<file path="config.mk">
export PLATFORM = sky130hd
export DESIGN_NAME = led_seq
export DESIGN_NICKNAME = d
export VERILOG_FILES = /design/src/rtl/led_seq.sv
export SDC_FILE = /design/constraint.sdc
export NUM_CORES = 1
export LEC_CHECK = 0
export ABC_AREA = 0
export CORE_AREA = 2 2 71 73
export DETAILED_ROUTE_END_ITERATION = 8
export DIE_AREA = 0 0 73 75
export SLEW_MARGIN = 20
export SYNTH_ARGS = -nofsm -noshare
export SYNTH_HDL_FRONTEND = slang
export SYNTH_SLANG_ARGS = --single-unit
</file>
<file path="constraint.sdc">
create_clock -name sys_clk -period 2.8 [get_ports sys_clk]
set_input_delay 0.56 -clock sys_clk [delete_from_list [all_inputs] [get_ports sys_clk]]
set_output_delay 0.56 -clock sys_clk [all_outputs]
set_load 0.05 [all_outputs]
</file>
<file path="src/rtl/led_seq.sv">
// rtl/led_seq.sv - LED pattern sequencer: rotate, bounce and binary count with prescaled steps.
// Optional PWM brightness gating when LED_SEQ_PWM_EN is defined.
module led_seq #(
    parameter int N_LED          = 6,
    parameter int DIV_CNT        = 13_500_000,
    parameter bit LED_ACTIVE_LOW = 1
) (
    input  logic             sys_clk,
    input  logic             sys_rst,
    input  logic             sys_set,
    input  logic             pause,
    input  logic [1:0]       mode,
    input  logic [7:0]       bright,
    output logic             step_o,
    output logic [N_LED-1:0] led
);

    localparam int CW = (DIV_CNT > 1) ? $clog2(DIV_CNT) : 1;
    localparam logic [CW-1:0]    CNT_MAX = CW'(DIV_CNT - 1);
    localparam logic [N_LED-1:0] ONE_MSB = {1'b1, {(N_LED-1){1'b0}}};
    localparam logic [N_LED-1:0] ONE_LSB = N_LED'(1);
    localparam logic [N_LED-1:0] UNLIT   = {N_LED{LED_ACTIVE_LOW}};

    typedef enum logic [1:0] {
        M_ROR    = 2'b00,
        M_ROL    = 2'b01,
        M_BOUNCE = 2'b10,
        M_COUNT  = 2'b11
    } mode_t;

    logic [CW-1:0]    cnt;
    logic             tick;
    logic [N_LED-1:0] pattern_q, pattern_d;
    logic             dir_q, dir_d;
    mode_t            mode_q, mode_d, mode_in;
    logic [N_LED-1:0] shown, lit_d;

    assign mode_in = mode_t'(mode);
    assign tick    = (cnt == CNT_MAX) && !pause;

    // A mode change is only sampled on a tick, where it reseeds instead of advancing.
    always_comb begin
        pattern_d = pattern_q;
        dir_d     = dir_q;
        mode_d    = mode_q;
        if (tick) begin
            if (mode_in != mode_q) begin
                mode_d = mode_in;
                case (mode_in)
                    M_ROR:    pattern_d = ONE_MSB;
                    M_ROL:    pattern_d = ONE_LSB;
                    M_BOUNCE: begin
                        pattern_d = ONE_LSB;
                        dir_d     = 1'b1;
                    end
                    default:  pattern_d = '0;
                endcase
            end else begin
                case (mode_q)
                    M_ROR:    pattern_d = {pattern_q[0], pattern_q[N_LED-1:1]};
                    M_ROL:    pattern_d = {pattern_q[N_LED-2:0], pattern_q[N_LED-1]};
                    M_BOUNCE: begin
                        // dir_q = 1 walks toward the MSB; end bits turn around without repeating.
                        if (dir_q) begin
                            if (pattern_q[N_LED-1]) begin
                                pattern_d = pattern_q >> 1;
                                dir_d     = 1'b0;
                            end else begin
                                pattern_d = pattern_q << 1;
                            end
                        end else begin
                            if (pattern_q[0]) begin
                                pattern_d = pattern_q << 1;
                                dir_d     = 1'b1;
                            end else begin
                                pattern_d = pattern_q >> 1;
                            end
                        end
                    end
                    default:  pattern_d = pattern_q + 1'b1;
                endcase
            end
        end
    end

`ifdef LED_SEQ_PWM_EN
    logic [7:0] pwm_cnt;

    always_ff @(posedge sys_clk) begin
        if (sys_rst) begin
            pwm_cnt <= '0;
        end else begin
            pwm_cnt <= pwm_cnt + 1'b1;
        end
    end

    assign shown = (pwm_cnt < bright) ? pattern_q : '0;
`else
    logic unused_bright;

    assign unused_bright = ^bright;
    assign shown         = pattern_q;
`endif

    assign lit_d = sys_set ? '1 : shown;

    always_ff @(posedge sys_clk) begin
        if (sys_rst) begin
            cnt       <= '0;
            pattern_q <= ONE_MSB;
            dir_q     <= 1'b1;
            mode_q    <= M_ROR;
            step_o    <= 1'b0;
            led       <= UNLIT;
        end else begin
            if (!pause) begin
                cnt <= (cnt == CNT_MAX) ? '0 : cnt + 1'b1;
            end
            pattern_q <= pattern_d;
            dir_q     <= dir_d;
            mode_q    <= mode_d;
            step_o    <= tick;
            led       <= lit_d ^ UNLIT;
        end
    end

endmodule

</file>
==> results.json, run 1 <==
{
  "cap_violations": 0,
  "cts_num_sinks": 40,
  "synth-async-reset-ratio_pct": 0,
  "whs_ns": 0.499,
  "post-route-util_pct": 49.7,
  "slew_headroom_pct": 54.9,
  "grtUsageTotal_pct": 15.9,
  "die_area_mm2": 0.00548,
  "hold_violations": 0,
  "drt-initial-drc-count": 138,
  "n_fill_cell": 460,
  "firstDrtPassIters": 4,
  "place_area_mm2": 0.00221,
  "drc": 0,
  "rr_endpoint": "pattern_q[1]$_SDFFE_PP0P_",
  "die_h_um": 75,
  "synth_edf_count": 0,
  "core_mm2": 0.00466,
  "regToRegStartpoint": "mode_q[1]$_SDFFE_PP0P_",
  "drive_gt1_share_pct": 8.40,
  "clkTransAtPathRegs_ns": 0.08,
  "grt_pass1_wl_mm": 6.77,
  "max_freq_mhz": 473,
  "tightest_slew_ns": 0.675,
  "required_ns": 3.02,
  "power_density_mw_per_mm2": 479,
  "holdPathEnd": "cnt[8]$_SDFFE_PP0N_",
  "critPathMaxFanout": 4,
  "ys_ff_latch": 40,
  "io_pins": 21,
  "grt-ovfl-total": 0,
  "cp-start-kind": "input port",
  "vias": 1664,
  "cts_hold_buf": 0,
  "critPathSlowestCell": "or4_1",
  "holdPathStages": 2,
  "syn_area_per_cell_um2": 8.50,
  "drtAntennaViolNets": 0,
  "io_buffers": 12,
  "drt-total-wl_mm": 4.02,
  "synth_seq_area_share_pct": 39.2,
  "r2r_cells": 4,
  "start_util_pct": 43.8,
  "finalNetCount": 268,
  "status": "completed",
  "hold_class": "reg -> reg",
  "criticalPathCategory": "in -> reg",
  "fp.dieW_um": 73,
  "ys.flop_type": "dfxtp_1",
  "syn_area_mm2": 0.00204,
  "synth_nets": 259,
  "vdd_drop_max_mv": 0.306,
  "root_buffer": "clkbuf_8",
  "area_delta_synth_final_pct": 13.5,
  "cts_setup_buffers": 0,
  "ys.warnings.count": 0,
  "period_share_pct": 75.6,
  "crit_path_end_kind": "flip-flop",
  "finalSetupTns_ns": 0,
  "cpPeakStageDelay_ns": 0.55,
  "post_drt_wl_per_cell_um": 13.2,
  "crit_chain": "clkdlybuf4s50_1, nand3b_1, nor2_1, nand4_2, or4_1, a21oi_1",
  "diodes": 0,
  "drv_slew": 0,
  "leakage_nw": 0.856,
  "rrSetupSlack_ns": 0.84,
  "min_from": "cnt[8]$_SDFFE_PP0N_",
  "power_w": 0.00111,
  "cp.arrival_ns": 2.34,
  "fin_worst_skew_ns": 0.00373,
  "fin_area_mm2": 0.00232,
  "grt_pass1_vias": 1514,
  "cts_max_path_buffers": 2,
  "rows": 25,
  "ys_types": 44,
  "numCtsBuffers": 5,
  "rsz0062_at_grt": "false",
  "post-dp-hpwl_mm": 2.62,
  "antenna_found_initial": 0,
  "avgViaCountPerCell": 5.47,
  "synthCells": 240,
  "cts_tree": "yes",
  "finalCriticalPeriod_ns": 2.12,
  "place.gp.congestion": 0.775,
  "clk_latency_ns": 0.29,
  "grt_max_degree": 24,
  "cts_resized": 0,
  "cts_max_level": 2,
  "report.final.setup_viol": 0
}
==> flip-flops by register name, indices dropped and copies added (netlist names) <==
register,flops
mode_q,2
led,6
step_o,1
pattern_q,6
dir_q,1
cnt,24
==> Yosys cell counts (all sizes together), types with 2 or more instances <==
cell type	count	area share (%)
xor2	17	7.3
nor3	7	1.7
nand2	15	2.8
dfxtp	40	39
nand4b	3	1.3
or4	2	0.74
o21ai	12	2.9
a21oi	9	2.2
and2	2	0.61
nand3b	3	1.1
nor4	3	2.3
ha	5	3.1
mux2i	3	1.5
o21bai	6	2.2
a211oi	2	0.74
nand3	12	3.2
inv	3	0.55
mux2	2	1.1
nand2b	4	1.2
nor2	33	6.1
a31oi	5	1.5
clkbuf	14	2.6
nor2b	2	0.61
nand4	4	1.5
buf	2	0.61
and3	8	2.5
xnor2	9	3.9
==> through the flow <==
step	cells	setup WS, ns
CTS	304	0.660
floorplan	240	0.966
detailed placement	296	0.396
global route	304	0.552
global placement	296	0.416
finish	304	0.684
==> worst max-delay path: cells and delay by family <==
kind	cells	cell delay, ns
AND/OR/NAND/NOR	4	1.23
buffers and inverters	1	0.42
AO/OA/AOI/OAI	1	0.13
==> where the power goes <==
group | internal (W) | switching (W)
clock network | 0.000265 | 0.000195
registers | 0.000576 | 0.00000359
logic | 0.0000279 | 0.0000418
==> per-layer routing <==
layer  global-route usage (%)  share of wire [%]
met4                     6.17                1.0
met5                        0                  0
met3                     3.61                2.6
met2                     27.3                 48
met1                     19.3                 48
==> cell usage in the layout, fill, tap and decap left out, types with 2 or more instances in the layout <==
cell and instances:
dfxtp_1 40, nor2_1 33, xor2_1 17, nand2_1 15, o21ai_0 12, clkdlybuf4s50_1 12, nand3_1 11, xnor2_1 9
a21oi_1 9, and3_1 8, nor3_1 7, o21bai_1 6, buf_4 6, a31oi_1 5, ha_1 5, clkbuf_8 5
nand2b_1 4, inv_1 3, nand4b_1 3, nand3b_1 3, nand4_1 3, mux2i_1 3, and2_1 2, nor4_2 2
or4_1 2, nor2b_1 2, a211oi_1 2, mux2_2 2
==> final cells by class <==
type                       count  area [µm²]  area share (%)
clock buffer                   6        72.6            3.13
clock inverter                 2        35.0            1.51
inverter                       3        11.3           0.486
multi-input combinational    181        1160            50.2
sequential                    40         801            34.6
tap                           54        67.6            2.92
timing repair buffer          18         165            7.13
==> cells by family after synthesis <==
family	count (synthesis)	share of synthesized area, %
xor gates and xnor gates	26	11.2
adders and majority gates	5	3.07
muxes	5	2.58
DFF	40	39.2
and+or+nand+nor	103	27.4
AOI/OAI and AO/OA	42	12.8
buffers and inverters	19	3.74
==> how the worst max path moves through the flow <==
stage | start | endpoint | slack, ns
after CTS | pause | pattern_q[1]$_SDFFE_PP0P_ | 0.66
after detailed placement | pause | pattern_q[1]$_SDFFE_PP0P_ | 0.40
after floorplan | pause | pattern_q[1]$_SDFFE_PP0P_ | 0.97
after global placement | pause | pattern_q[1]$_SDFFE_PP0P_ | 0.42
final | pause | pattern_q[1]$_SDFFE_PP0P_ | 0.68
after global routing | pause | pattern_q[1]$_SDFFE_PP0P_ | 0.55
Note: power is estimated with default switching activity, not from simulation.
==> run 2, diff against run 1 <==
--- a/config.mk
+++ b/config.mk
@@ -9,6 +9,7 @@
 export CORE_AREA = 2 2 71 73
 export DETAILED_ROUTE_END_ITERATION = 8
 export DIE_AREA = 0 0 73 75
+export PLACE_DENSITY = 0.66
 export SLEW_MARGIN = 20
 export SYNTH_ARGS = -nofsm -noshare
 export SYNTH_HDL_FRONTEND = slang
==> constraint.sdc (replaced) <==
create_clock -name sys_clk -period 1.76 [get_ports sys_clk]
set_input_delay 0.352 -clock sys_clk [delete_from_list [all_inputs] [get_ports sys_clk]]
set_output_delay 0.352 -clock sys_clk [all_outputs]
set_load 0.05 [all_outputs]
==> results.json, run 2 (synthesized netlist as in run 1, its figures left out) <==
{
  "cts_tree": "yes",
  "cts_max_path_buffers": 2,
  "cts_max_level": 2,
  "die_h_um": 75,
  "hold_class": "in -> reg",
  "grt_max_degree": 24,
  "rrSetupSlack_ns": 0.08,
  "max_freq_mhz": 591,
  "clkTransAtPathRegs_ns": 0.08,
  "critPathMaxFanout": 4,
  "layout_commonest_cell": "buf_4",
  "required_ns": 1.99,
  "area_delta_synth_final_pct": 28.4,
  "finalWorstSetupSlack_ns": 0.0666,
  "post_drt_wl_per_cell_um": 12.7,
  "core_mm2": 0.00466,
  "reg.largest.list": "cnt: 24 flops, led: 6 flops, pattern_q: 6 flops",
  "crit_path_end_kind": "flip-flop",
  "rr_endpoint": "pattern_q[1]$_SDFFE_PP0P_",
  "start_util_pct": 43.8,
  "fp.dieW_um": 73,
  "post-dp-hpwl_mm": 2.96,
  "cp-start-kind": "input port",
  "r2r_cells": 6,
  "grt-ovfl-total": 0,
  "criticalPathCategory": "in -> reg",
  "finalSetupTns_ns": 0,
  "holdPathEnd": "cnt[1]$_SDFFE_PP0N_",
  "drv_slew": 0,
  "drt-initial-drc-count": 128,
  "largest-register": "cnt",
  "cap_violations": 0,
  "largest_reg_flops": 24,
  "die_area_mm2": 0.00548,
  "mostFrequentLayoutCells": "buf_4, dfxtp_1, nor2_1",
  "regArea_um2": 807,
  "multi_input_area_mm2": 0.00120,
  "drive_gt1_share_pct": 24.6,
  "report.final.setup_viol": 0,
  "vdd_drop_max_mv": 0.584,
  "drt-total-wl_mm": 4.26,
  "leakage_nw": 1.06,
  "root_buffer": "clkbuf_8",
  "cts_num_sinks": 40,
  "whs_ns": 0.475,
  "holdPathStages": 4,
  "finalCriticalPeriod_ns": 1.69,
  "finalNetCount": 298,
  "tightest_slew_ns": 0.361,
  "hold_violations": 0,
  "grtUsageTotal_pct": 16.5,
  "rows": 25,
  "power_w": 0.00188,
  "period_share_pct": 96.2,
  "slew_headroom_pct": 75.9,
  "fin_worst_skew_ns": 0.00337,
  "pre_cts_ws_ns": -0.266,
  "cts_hold_buf": 0,
  "regToRegStartpoint": "pattern_q[1]$_SDFFE_PP0P_",
  "avgViaCountPerCell": 5.31,
  "post-place-cells": 323,
  "power_density_mw_per_mm2": 716,
  "grt_pass1_wl_mm": 7.09,
  "clk_latency_ns": 0.29,
  "rsz0062_at_grt": "true",
  "vias": 1774,
  "antenna_found_initial": 0,
  "crit_start": "mode[0]",
  "io_buffers": 12,
  "drtAntennaViolNets": 0,
  "final_cells": 334,
  "grt_pass1_vias": 1587,
  "status": "completed",
  "place.gp.congestion": 0.860,
  "io_pins": 21,
  "n_fill_cell": 417,
  "cp.arrival_ns": 1.92,
  "numCtsBuffers": 5,
  "firstDrtPassIters": 4,
  "min_from": "pause",
  "drc": 0,
  "diodes": 0
}
-- run 2: changes by cell type in the layout (fill, tap and decap cells not counted), sizes merged --
cell           before  now
clkbuf              6    7
buf                 6   43
clkinv              1    0
clkdlybuf4s50      12    4
dlymetal6s2s        0    1
-- run 2: critical path: stages --
cell and delay (ns):
clkdlybuf4s50_1 0.43, or2_2 0.30, a21o_1 0.20, or4_1 0.50
a21oi_1 0.14
-- run 2: through the flow --
stage / area, µm² / util [%]
CTS: 2540 / 54.6
floorplan: 2040 / -
finish: 2620 / 56.2
detailed placement: 2420 / 51.9
global placement: 2420 / 51.9
global route: 2620 / 56.2
-- run 2: what timing repair did --
item,CTS,global route
buffers inserted,0,3
resized for setup,0,16
setup endpoints to repair,0,30
-- run 2: power breakdown --
part           switching (W)  internal [W]  leakage (nW)
registers         0.00000475      0.000917         0.327
clock network       0.000326      0.000501        0.0645
logic              0.0000713     0.0000576         0.665
-- run 2: worst max path at each step --
stage | endpoint | slack, ns | cells after the start
3_3_place_gp | pattern_q[1]$_SDFFE_PP0P_ | -0.24 | 6
2_1_floorplan | pattern_q[1]$_SDFFE_PP0P_ | 0.005 | 8
6_report | pattern_q[1]$_SDFFE_PP0P_ | 0.07 | 5
4_1_cts | pattern_q[1]$_SDFFE_PP0P_ | 0.04 | 6
5_1_grt | pattern_q[1]$_SDFFE_PP0P_ | -0.03 | 6
3_5_place_dp | pattern_q[1]$_SDFFE_PP0P_ | -0.27 | 6
-- run 2: metal layers --
layer / part of all wire, % / routed length, µm / vias to the layer above / GRT usage [%]
met5: 0 / 0 / - / 0
met1: 49 / 2110 / 840 / 21.1
li1: - / - / 908 / -
met3: 2.9 / 125 / 4 / 3.61
met2: 47 / 2000 / 22 / 27.6
met4: 0.54 / 23 / 0 / 5.56
-- run 2: layout make-up --
cell class / instances / share of cell area [%]
Timing Repair Buffer: 48 / 15.6
Clock inverter: 1 / 1.15
Tap cell: 54 / 2.58
Clock buffer: 7 / 3.68
Inverter: 3 / 0.430
Multi-Input combinational cell: 181 / 45.8
Sequential cell: 40 / 30.8
==> run 3, diff against run 2 <==
--- a/config.mk
+++ b/config.mk
@@ -7,6 +7,7 @@
 export LEC_CHECK = 0
 export ABC_AREA = 0
 export CORE_AREA = 2 2 71 73
+export CTS_CLUSTER_DIAMETER = 120
 export DETAILED_ROUTE_END_ITERATION = 8
 export DIE_AREA = 0 0 73 75
 export PLACE_DENSITY = 0.66
==> results of run 3 <==
Final layout, timing and power as in run 2 (identical DEF).
